===== src/rtl/alu_issue_ctrl.sv =====
// ---------------------------------------------------------------------------
// alu_issue_ctrl
//   Takes one MIPS-style command at a time, decodes opcode/funct into a 4-bit
//   ALU operation, holds the operands on the ALU ports for SETTLE_CYCLES
//   rising edges, then captures the ALU result and flags into a response.
//   The response is held until the consumer accepts it. Commands that cannot
//   be decoded skip the ALU and respond at once with rsp_illegal set.
//
// Parameter
//   SETTLE_CYCLES  rising edges from driving the ALU ports to capture (1..15)
//
// Ports
//   clk, reset                     clock, synchronous active-high reset
//   cmd_valid/cmd_ready            command handshake
//   cmd_opcode, cmd_funct          MIPS opcode / funct fields
//   cmd_a, cmd_b                   16-bit operands
//   alu_op, alu_a, alu_b           registered drive to the external ALU
//   alu_r, alu_z, alu_o            ALU result, zero flag, overflow flag
//   rsp_valid/rsp_ready            response handshake
//   rsp_result                     captured ALU result
//   rsp_wr, rsp_taken              register write enable, branch taken
//   rsp_trap, rsp_illegal          overflow trap, undecodable command
//
// States
//   state   | meaning
//   IDLE    | ready for a command, ALU ports hold their last value
//   WAIT    | ALU ports driven, settle down-counter running
//   RESP    | response presented, waiting for rsp_ready
// ---------------------------------------------------------------------------
module alu_issue_ctrl #(
  parameter int SETTLE_CYCLES = 1
) (
  input  logic        clk,
  input  logic        reset,
  input  logic        cmd_valid,
  output logic        cmd_ready,
  input  logic [5:0]  cmd_opcode,
  input  logic [5:0]  cmd_funct,
  input  logic [15:0] cmd_a,
  input  logic [15:0] cmd_b,
  output logic [3:0]  alu_op,
  output logic [15:0] alu_a,
  output logic [15:0] alu_b,
  input  logic [15:0] alu_r,
  input  logic        alu_z,
  input  logic        alu_o,
  output logic        rsp_valid,
  input  logic        rsp_ready,
  output logic [15:0] rsp_result,
  output logic        rsp_wr,
  output logic        rsp_taken,
  output logic        rsp_trap,
  output logic        rsp_illegal
);

  localparam logic [1:0] ST_IDLE = 2'd0;
  localparam logic [1:0] ST_WAIT = 2'd1;
  localparam logic [1:0] ST_RESP = 2'd2;

  localparam logic [3:0] SETTLE_INIT = 4'(SETTLE_CYCLES);

  logic [1:0] state;
  logic [3:0] settle_cnt;

  logic       dec_legal;
  logic [3:0] dec_op;
  logic       dec_trap_en;
  logic       dec_beq;
  logic       dec_bne;

  // Command class remembered across WAIT so the flags can be formed at capture.
  logic       pend_trap_en;
  logic       pend_beq;
  logic       pend_bne;

  logic       accept;
  logic       cap_trap;

  always_comb begin
    dec_legal   = 1'b0;
    dec_op      = 4'b0000;
    dec_trap_en = 1'b0;
    dec_beq     = 1'b0;
    dec_bne     = 1'b0;
    case (cmd_opcode)
      6'b000000: begin
        dec_legal = 1'b1;
        case (cmd_funct)
          6'b100000: begin dec_op = 4'b0010; dec_trap_en = 1'b1; end
          6'b100010: begin dec_op = 4'b0110; dec_trap_en = 1'b1; end
          6'b100100: dec_op = 4'b0000;
          6'b100101: dec_op = 4'b0001;
          6'b100111: dec_op = 4'b1100;
          6'b101010: dec_op = 4'b0111;
          6'b101111: dec_op = 4'b1101;
          default:   dec_legal = 1'b0;
        endcase
      end
      6'b001000: begin dec_legal = 1'b1; dec_op = 4'b0010; dec_trap_en = 1'b1; end
      6'b001100: begin dec_legal = 1'b1; dec_op = 4'b0000; end
      6'b001101: begin dec_legal = 1'b1; dec_op = 4'b0001; end
      6'b001010: begin dec_legal = 1'b1; dec_op = 4'b0111; end
      6'b000100: begin dec_legal = 1'b1; dec_op = 4'b0110; dec_beq = 1'b1; end
      6'b000101: begin dec_legal = 1'b1; dec_op = 4'b0110; dec_bne = 1'b1; end
      default:   dec_legal = 1'b0;
    endcase
  end

  // Ready is masked by reset so nothing looks acceptable while reset is held.
  assign cmd_ready = (state == ST_IDLE) && !reset;
  assign accept    = cmd_valid && cmd_ready;
  assign rsp_valid = (state == ST_RESP);
  assign cap_trap  = pend_trap_en && alu_o;

  always_ff @(posedge clk) begin
    if (reset) begin
      state        <= ST_IDLE;
      settle_cnt   <= 4'd0;
      alu_op       <= 4'b0000;
      alu_a        <= 16'h0000;
      alu_b        <= 16'h0000;
      pend_trap_en <= 1'b0;
      pend_beq     <= 1'b0;
      pend_bne     <= 1'b0;
      rsp_result   <= 16'h0000;
      rsp_wr       <= 1'b0;
      rsp_taken    <= 1'b0;
      rsp_trap     <= 1'b0;
      rsp_illegal  <= 1'b0;
    end else begin
      case (state)
        ST_IDLE: begin
          if (accept) begin
            if (dec_legal) begin
              alu_op       <= dec_op;
              alu_a        <= cmd_a;
              alu_b        <= cmd_b;
              pend_trap_en <= dec_trap_en;
              pend_beq     <= dec_beq;
              pend_bne     <= dec_bne;
              settle_cnt   <= SETTLE_INIT;
              state        <= ST_WAIT;
            end else begin
              // ALU ports deliberately left untouched for illegal commands.
              rsp_result  <= 16'h0000;
              rsp_wr      <= 1'b0;
              rsp_taken   <= 1'b0;
              rsp_trap    <= 1'b0;
              rsp_illegal <= 1'b1;
              state       <= ST_RESP;
            end
          end
        end
        ST_WAIT: begin
          // Terminal count 1: this edge is the SETTLE_CYCLES-th after accept.
          if (settle_cnt == 4'd1) begin
            settle_cnt  <= 4'd0;
            rsp_result  <= alu_r;
            rsp_taken   <= (pend_beq && alu_z) || (pend_bne && !alu_z);
            rsp_trap    <= cap_trap;
            rsp_wr      <= !pend_beq && !pend_bne && !cap_trap;
            rsp_illegal <= 1'b0;
            state       <= ST_RESP;
          end else begin
            settle_cnt <= settle_cnt - 4'd1;
          end
        end
        ST_RESP: begin
          if (rsp_ready) state <= ST_IDLE;
        end
        default: state <= ST_IDLE;
      endcase
    end
  end

endmodule

===== config.mk =====
export PLATFORM = sky130hd
export DESIGN_NAME = alu_issue_ctrl
export DESIGN_NICKNAME = d
export VERILOG_FILES = /design/src/rtl/alu_issue_ctrl.sv
export SDC_FILE = /design/constraint.sdc
export NUM_CORES = 1
export LEC_CHECK = 0
export CORE_MARGIN = 4
export CORE_UTILIZATION = 45
export DETAILED_ROUTE_END_ITERATION = 12
export PLACE_DENSITY = 0.91
export SYNTH_ARGS = -nofsm -noshare
export SYNTH_HDL_FRONTEND = slang
export SYNTH_SLANG_ARGS = --single-unit

===== constraint.sdc =====
create_clock -name clk -period 3.7 [get_ports clk]
set_input_delay 0.74 -clock clk [delete_from_list [all_inputs] [get_ports clk]]
set_output_delay 0.74 -clock clk [all_outputs]
set_load 0.02 [all_outputs]

==> results.toml, run 1 <==
[status]
status = "completed"

[hold_path]
min_path_cells = 1
min_to = "rsp_trap$_SDFFE_PP0P_"
hp-start = "rsp_trap$_SDFFE_PP0P_"
hold_class = "reg2reg"

[global_routing]
grt.total_usage_pct = 21.6
grt_pass1_vias = 2849
antenna_found_initial = 0
grt_pass1_wl_microns = 13100
grt_overflow = 0
grt_max_degree = 47

[routing]
first_pass_iters = 4
first_iter_violations = 180
postRouteAntennaNets = 0
vias = 2874
viasPerCell = 5.70
drc = 0
wirelength_microns = 8300
wl_per_cell_microns = 16.5

[floorplanning]
rows = 28
dieArea_sq_um = 7610
initial_core_util_pct = 47.1
core_area_sq_um = 5990
boundaryPins = 124
die_h_microns = 87.2
die_w_microns = 87.2

[critical_path]
reg2reg_to = "alu_a[6]$_SDFFE_PP0P_"
ff2ff_setup_slack_ps = 1620
crit_arrival_ps = 2940
end_kind = "flip-flop"
cp-start-kind = "input pin"
worstSetupPathType = "in2reg"
crit_required_ps = 3950
worstPathMaxFanout = 27
rr_startpoint = "state[1]$_SDFFE_PP0P_"
r2r_cells = 5

[final_layout]
final_cells = 504
fin_util_pct = 72.3
layout-drive-gt1-share_pct = 9.09
area_growth_pct = 53.3
fin_area_sq_um = 4330
diodes = 0
fin_nets = 493

[clocking]
post_cts_resized = 0
clock_latency_ps = 330
cts_max_level = 3
clkSlewWorstSetupHoldPaths_ps = 60
cts_tree = "built"
clk_path_buf_depth = 2
clockRootBuffer = "clkbuf_8"
cts_sinks = 65
postCtsSetupRepairBufs = 0
holdBufCountCts = 0
numCtsBuffers = 9

[synth]
synth.avg_cell_area_sq_um = 9.23
yosys_register_bits = 65
yosysWarnings = 0
ys_top_cells_by_count = "65 x dfxtp_1, 40 x a21oi_1, 36 x o21ai_0, 35 x nand3_1, 18 x a22o_1"
synth-edff-count = 0
ys.flop_type = "dfxtp_1"
yosys-top-cells-area = "dfxtp_1 46%, a21oi_1 7.1%, o21ai_0 6.4%, nand3_1 6.2%, a22o_1 5.6%"
synthesis.nets = 374
async_flop_share_pct = 0
yosysTopAreaCellShare_pct = 46.1
synthesis.area_sq_um = 2820
yosys.area.top_type = "dfxtp_1"
ys_types = 51
ys_seq_area_share_pct = 46.1
postSynthCellCount = 306
yosysMostFrequentCell = "dfxtp_1"

[power_and_ir_drop]
power.density_nw_per_um2 = 370
peakVddDrop_uv = 341
leakage_uw = 0.00152

[sta]
tightest_slew_ps = 739
max_slew_margin_pct = 50.6
drv_slew = 0
rsz0062_at_grt = "false"
skew_ps = 5.55
period_minus_slack_ps = 2680
tns_ps = 0
hold_violations = 0
finalCritPeriodShare_pct = 72.5
fmax_ghz = 0.373
setup_viol = 0

[placement]
place_congestion = 0.917
place_inst = 489
hpwl_microns = 6040
io_buffers = 123
place_area_sq_um = 4100

[job]
drv_cap = 0
-- critical path, cell delays in order --
cell and delay [ps]:
clkdlybuf4s50_1 650, nor3b_2 390, nor2_1 160, o2bb2ai_4 310
buf_4 350, nand3_1 140, a21oi_1 190
-- power breakdown --
group	internal, uW	switching, uW	leakage (uW)
combinational	103	98.8	0.000884
sequential	712	12.3	0.000524
clock	431	247	0.000116
-- worst max-delay path by stage --
stage | cells past startpoint | endpoint | slack (ps) | startpoint
final | 7 | alu_b[4]$_SDFFE_PP0P_ | 1020 | cmd_opcode[3]
after global routing | 7 | alu_b[4]$_SDFFE_PP0P_ | 860 | cmd_opcode[3]
after CTS | 7 | alu_b[4]$_SDFFE_PP0P_ | 1050 | cmd_opcode[3]
after detailed placement | 7 | alu_a[13]$_SDFFE_PP0P_ | 730 | cmd_opcode[3]
after global placement | 7 | alu_op[0]$_SDFFE_PP0P_ | 860 | cmd_opcode[3]
after floorplan | 3 | cmd_ready | 1330 | reset
-- placed cells by master, fill, tap and decap left out, types with 2 or more instances in the layout --
cell type | Yosys | final
nor3_4 | 1 | 2
o31ai_1 | 2 | 2
xor2_1 | 2 | 2
buf_4 | 1 | 7
and2_1 | 3 | 3
nand2_1 | 8 | 8
a22o_1 | 18 | 18
clkbuf_8 | 0 | 12
o32ai_1 | 2 | 2
o41ai_2 | 2 | 2
a41o_1 | 2 | 2
nor3_1 | 6 | 6
clkdlybuf4s50_1 | 0 | 122
a21oi_1 | 40 | 40
a211oi_1 | 5 | 5
nand3_1 | 35 | 35
nand2b_1 | 2 | 2
ha_1 | 2 | 2
a32o_1 | 3 | 3
nor2b_1 | 4 | 4
nor2_1 | 10 | 10
inv_1 | 5 | 5
or3_1 | 3 | 3
o211ai_1 | 3 | 3
bufinv_16 | 0 | 2
dfxtp_1 | 65 | 65
nor3b_2 | 2 | 2
o21ai_0 | 36 | 36
-- final cells by class --
cell class	count	area [sq um]
Sequential cell	65	1300
Clock inverter	2	60.1
Fill cell	430	1660
Clock buffer	13	169
Multi-Input combinational cell	213	1410
Timing Repair Buffer	130	1280
Inverter	6	22.5
Tap cell	75	93.8
-- flip-flops by register name, indices dropped and copies added, names as in the netlist, 2 cells and up --
signal	count
alu_a	16
alu_b	16
alu_op	4
rsp_result	16
settle_cnt	4
state	2
-- metal layers --
| layer | global-route usage, % | part of all wire, % |
|---|---|---|
| met5 | 0 | 0 |
| met4 | 7.39 | 1.8 |
| met3 | 7.95 | 9.0 |
| met2 | 36.4 | 50 |
| met1 | 25.4 | 40 |
-- per-stage QoR --
step	power [uW]	worst slack (ps)	hold WS, ps
detailed placement	938	729	456
finish	1600	1020	469
global route	1660	859	491
floorplan	830	1330	445
CTS	1620	1050	475
global placement	934	861	453
-- logic make-up (layout without fill, tap and decap cells) --
group / count (synthesis) / in the layout / share of synthesized area (%)
muxes: 2 / 2 / 0.753
xor gates and xnor gates: 2 / 2 / 0.620
and+or+nand+nor: 83 / 83 / 16.7
buffers and inverters: 28 / 151 / 4.39
AOI/OAI and AO/OA: 124 / 124 / 30.6
DFF: 65 / 65 / 46.1
adders and majority gates: 2 / 2 / 0.886
(Power assumes the default switching activity.)
==> run 2, diff against run 1 <==
--- a/config.mk
+++ b/config.mk
@@ -6,9 +6,9 @@
 export NUM_CORES = 1
 export LEC_CHECK = 0
 export CORE_MARGIN = 4
-export CORE_UTILIZATION = 45
+export CORE_UTILIZATION = 38
 export DETAILED_ROUTE_END_ITERATION = 12
-export PLACE_DENSITY = 0.91
+export PLACE_DENSITY = 0.82
 export SYNTH_ARGS = -nofsm -noshare
 export SYNTH_HDL_FRONTEND = slang
 export SYNTH_SLANG_ARGS = --single-unit
==> constraint.sdc (replaced) <==
create_clock -name clk -period 2.3 [get_ports clk]
set_input_delay 0.46 -clock clk [delete_from_list [all_inputs] [get_ports clk]]
set_output_delay 0.46 -clock clk [all_outputs]
set_load 0.02 [all_outputs]
==> results.toml, run 2 (synthesis gave the netlist of run 1 again) <==
[final_layout]
fillers = 614
final_cells = 551
fin_area_sq_um = 4590
fin_nets = 515
area_growth_pct = 62.6
diodes = 0
reg_top3 = "alu_a x16, alu_b x16, rsp_result x16"
final_common_cell = "clkdlybuf4s50_1"
final_cell_mix = "122 x clkdlybuf4s50_1, 65 x dfxtp_1, 40 x a21oi_1"
fin_util_pct = 63.3
layout-drive-gt1-share_pct = 13.9

[global_routing]
grt_overflow = 0
antenna_found_initial = 0
grt_max_degree = 22
grt.total_usage_pct = 19.1
grt_pass1_wl_microns = 13600
grt_pass1_vias = 2944

[routing]
drc = 0
viasPerCell = 5.32
first_iter_violations = 226
vias = 2930
first_pass_iters = 4
postRouteAntennaNets = 0
wl_per_cell_microns = 15.4
wirelength_microns = 8480

[sta]
holdWs_ps = 477
finalCritPeriodShare_pct = 92.3
tightest_slew_ps = 690
drv_slew = 0
timing.final.ws_setup_ps = 178
rsz0062_at_grt = "false"
setup_viol = 0
max_slew_margin_pct = 53.9
skew_ps = 4.67
hold_violations = 0
period_minus_slack_ps = 2120
fmax_ghz = 0.471

[clocking]
clock_latency_ps = 340
cts_max_level = 3
clockRootBuffer = "clkbuf_8"
postCtsSetupRepairBufs = 0
clk_path_buf_depth = 2
cts_sinks = 65
clkSlewWorstSetupHoldPaths_ps = 70
numCtsBuffers = 9
cts_tree = "built"

[placement]
place_ws_ps = -128
place_congestion = 0.846
place_area_sq_um = 4310
io_buffers = 123
place_inst = 535
hpwl_microns = 6380

[floorplanning]
dieArea_sq_um = 8870
initial_core_util_pct = 38.9
core_area_sq_um = 7250
rows = 31
die_h_microns = 94.2
boundaryPins = 124
die_w_microns = 94.2

[critical_path]
cp-start-kind = "flip-flop"
worstPathMaxFanout = 10
slowest_stage = "clkdlybuf4s50_1"
crit_chain = "buf_4, nor3_1, clkdlybuf4s50_1"
crit_required_ps = 1840
end_kind = "output port"
crit_arrival_ps = 1660
worstSetupPathType = "reg2out"
critical-path-max-stage-delay_ps = 640

[hold_path]
hold_class = "reg2reg"

[power_and_ir_drop]
peakVddDrop_uv = 485
power.density_nw_per_um2 = 618
leakage_uw = 0.00165

[job]
drv_cap = 0

[status]
status = "completed"
[run 2: changes by cell type in the layout (fill, tap and decap cells not counted), sizes merged]
cell	previous run	this run
inv	6	7
clkbuf	13	10
buf	8	30
clkinv	0	1
bufinv	2	4
[run 2: metal layers]
layer | GRT usage [%] | routed length [microns] | vias up
met5 | 0 | 0 | -
met4 | 5.90 | 91 | 0
met3 | 6.09 | 697 | 13
met2 | 32.4 | 4200 | 104
met1 | 23.0 | 3500 | 1383
li1 | - | - | 1430
[run 2: worst paths after layout]
check,startpoint,end,slack (ps),cells after the start
worst max-delay path,state[1]$_SDFFE_PP0P_,cmd_ready,180,3
worst min-delay path,rsp_result[15]$_SDFFE_PP0P_,rsp_result[15]$_SDFFE_PP0P_,480,1
worst max register to register,settle_cnt[0]$_SDFFE_PP0P_,rsp_result[6]$_SDFFE_PP0P_,480,5
worst min register to register,rsp_result[15]$_SDFFE_PP0P_,rsp_result[15]$_SDFFE_PP0P_,480,1
[run 2: layout make-up]
cell class / count / area, sq um / area share [%]
Sequential cell: 65 / 1300 / 28.3
Multi-Input combinational cell: 213 / 1410 / 30.7
Clock inverter: 6 / 138 / 3.00
Tap cell: 99 / 124 / 2.70
Timing Repair Buffer: 152 / 1460 / 31.7
Clock buffer: 10 / 138 / 3.00
Inverter: 6 / 22.5 / 0.491
[run 2: metrics by stage]
stage / setup TNS, ps / power [uW]
final: 0 / 2840
after floorplan: 0 / 1330
after CTS: 0 / 2860
after detailed placement: -2320 / 1540
after global placement: -872 / 1540
after global routing: 0 / 2940
[run 2: power breakdown]
| part | switching [uW] | leakage [uW] | internal (uW) |
|---|---|---|---|
| Sequential | 16.2 | 0.000524 | 1140 |
| Combinational | 169 | 0.000990 | 192 |
| Clock | 451 | 0.000137 | 865 |
| Total | 636 | 0.00165 | 2200 |
[run 2: timing repair]
action / 4_1_cts / 5_1_grt
hold buffers: 0 / 0
resized for setup: 0 / 1
setup endpoints to repair: 0 / 19
[run 2: critical path: cells and delay by family (launching register included)]
family | cells | cell delay (ps)
and+or+nand+nor | 1 | 190
DFF | 1 | 310
buffers and inverters | 2 | 830
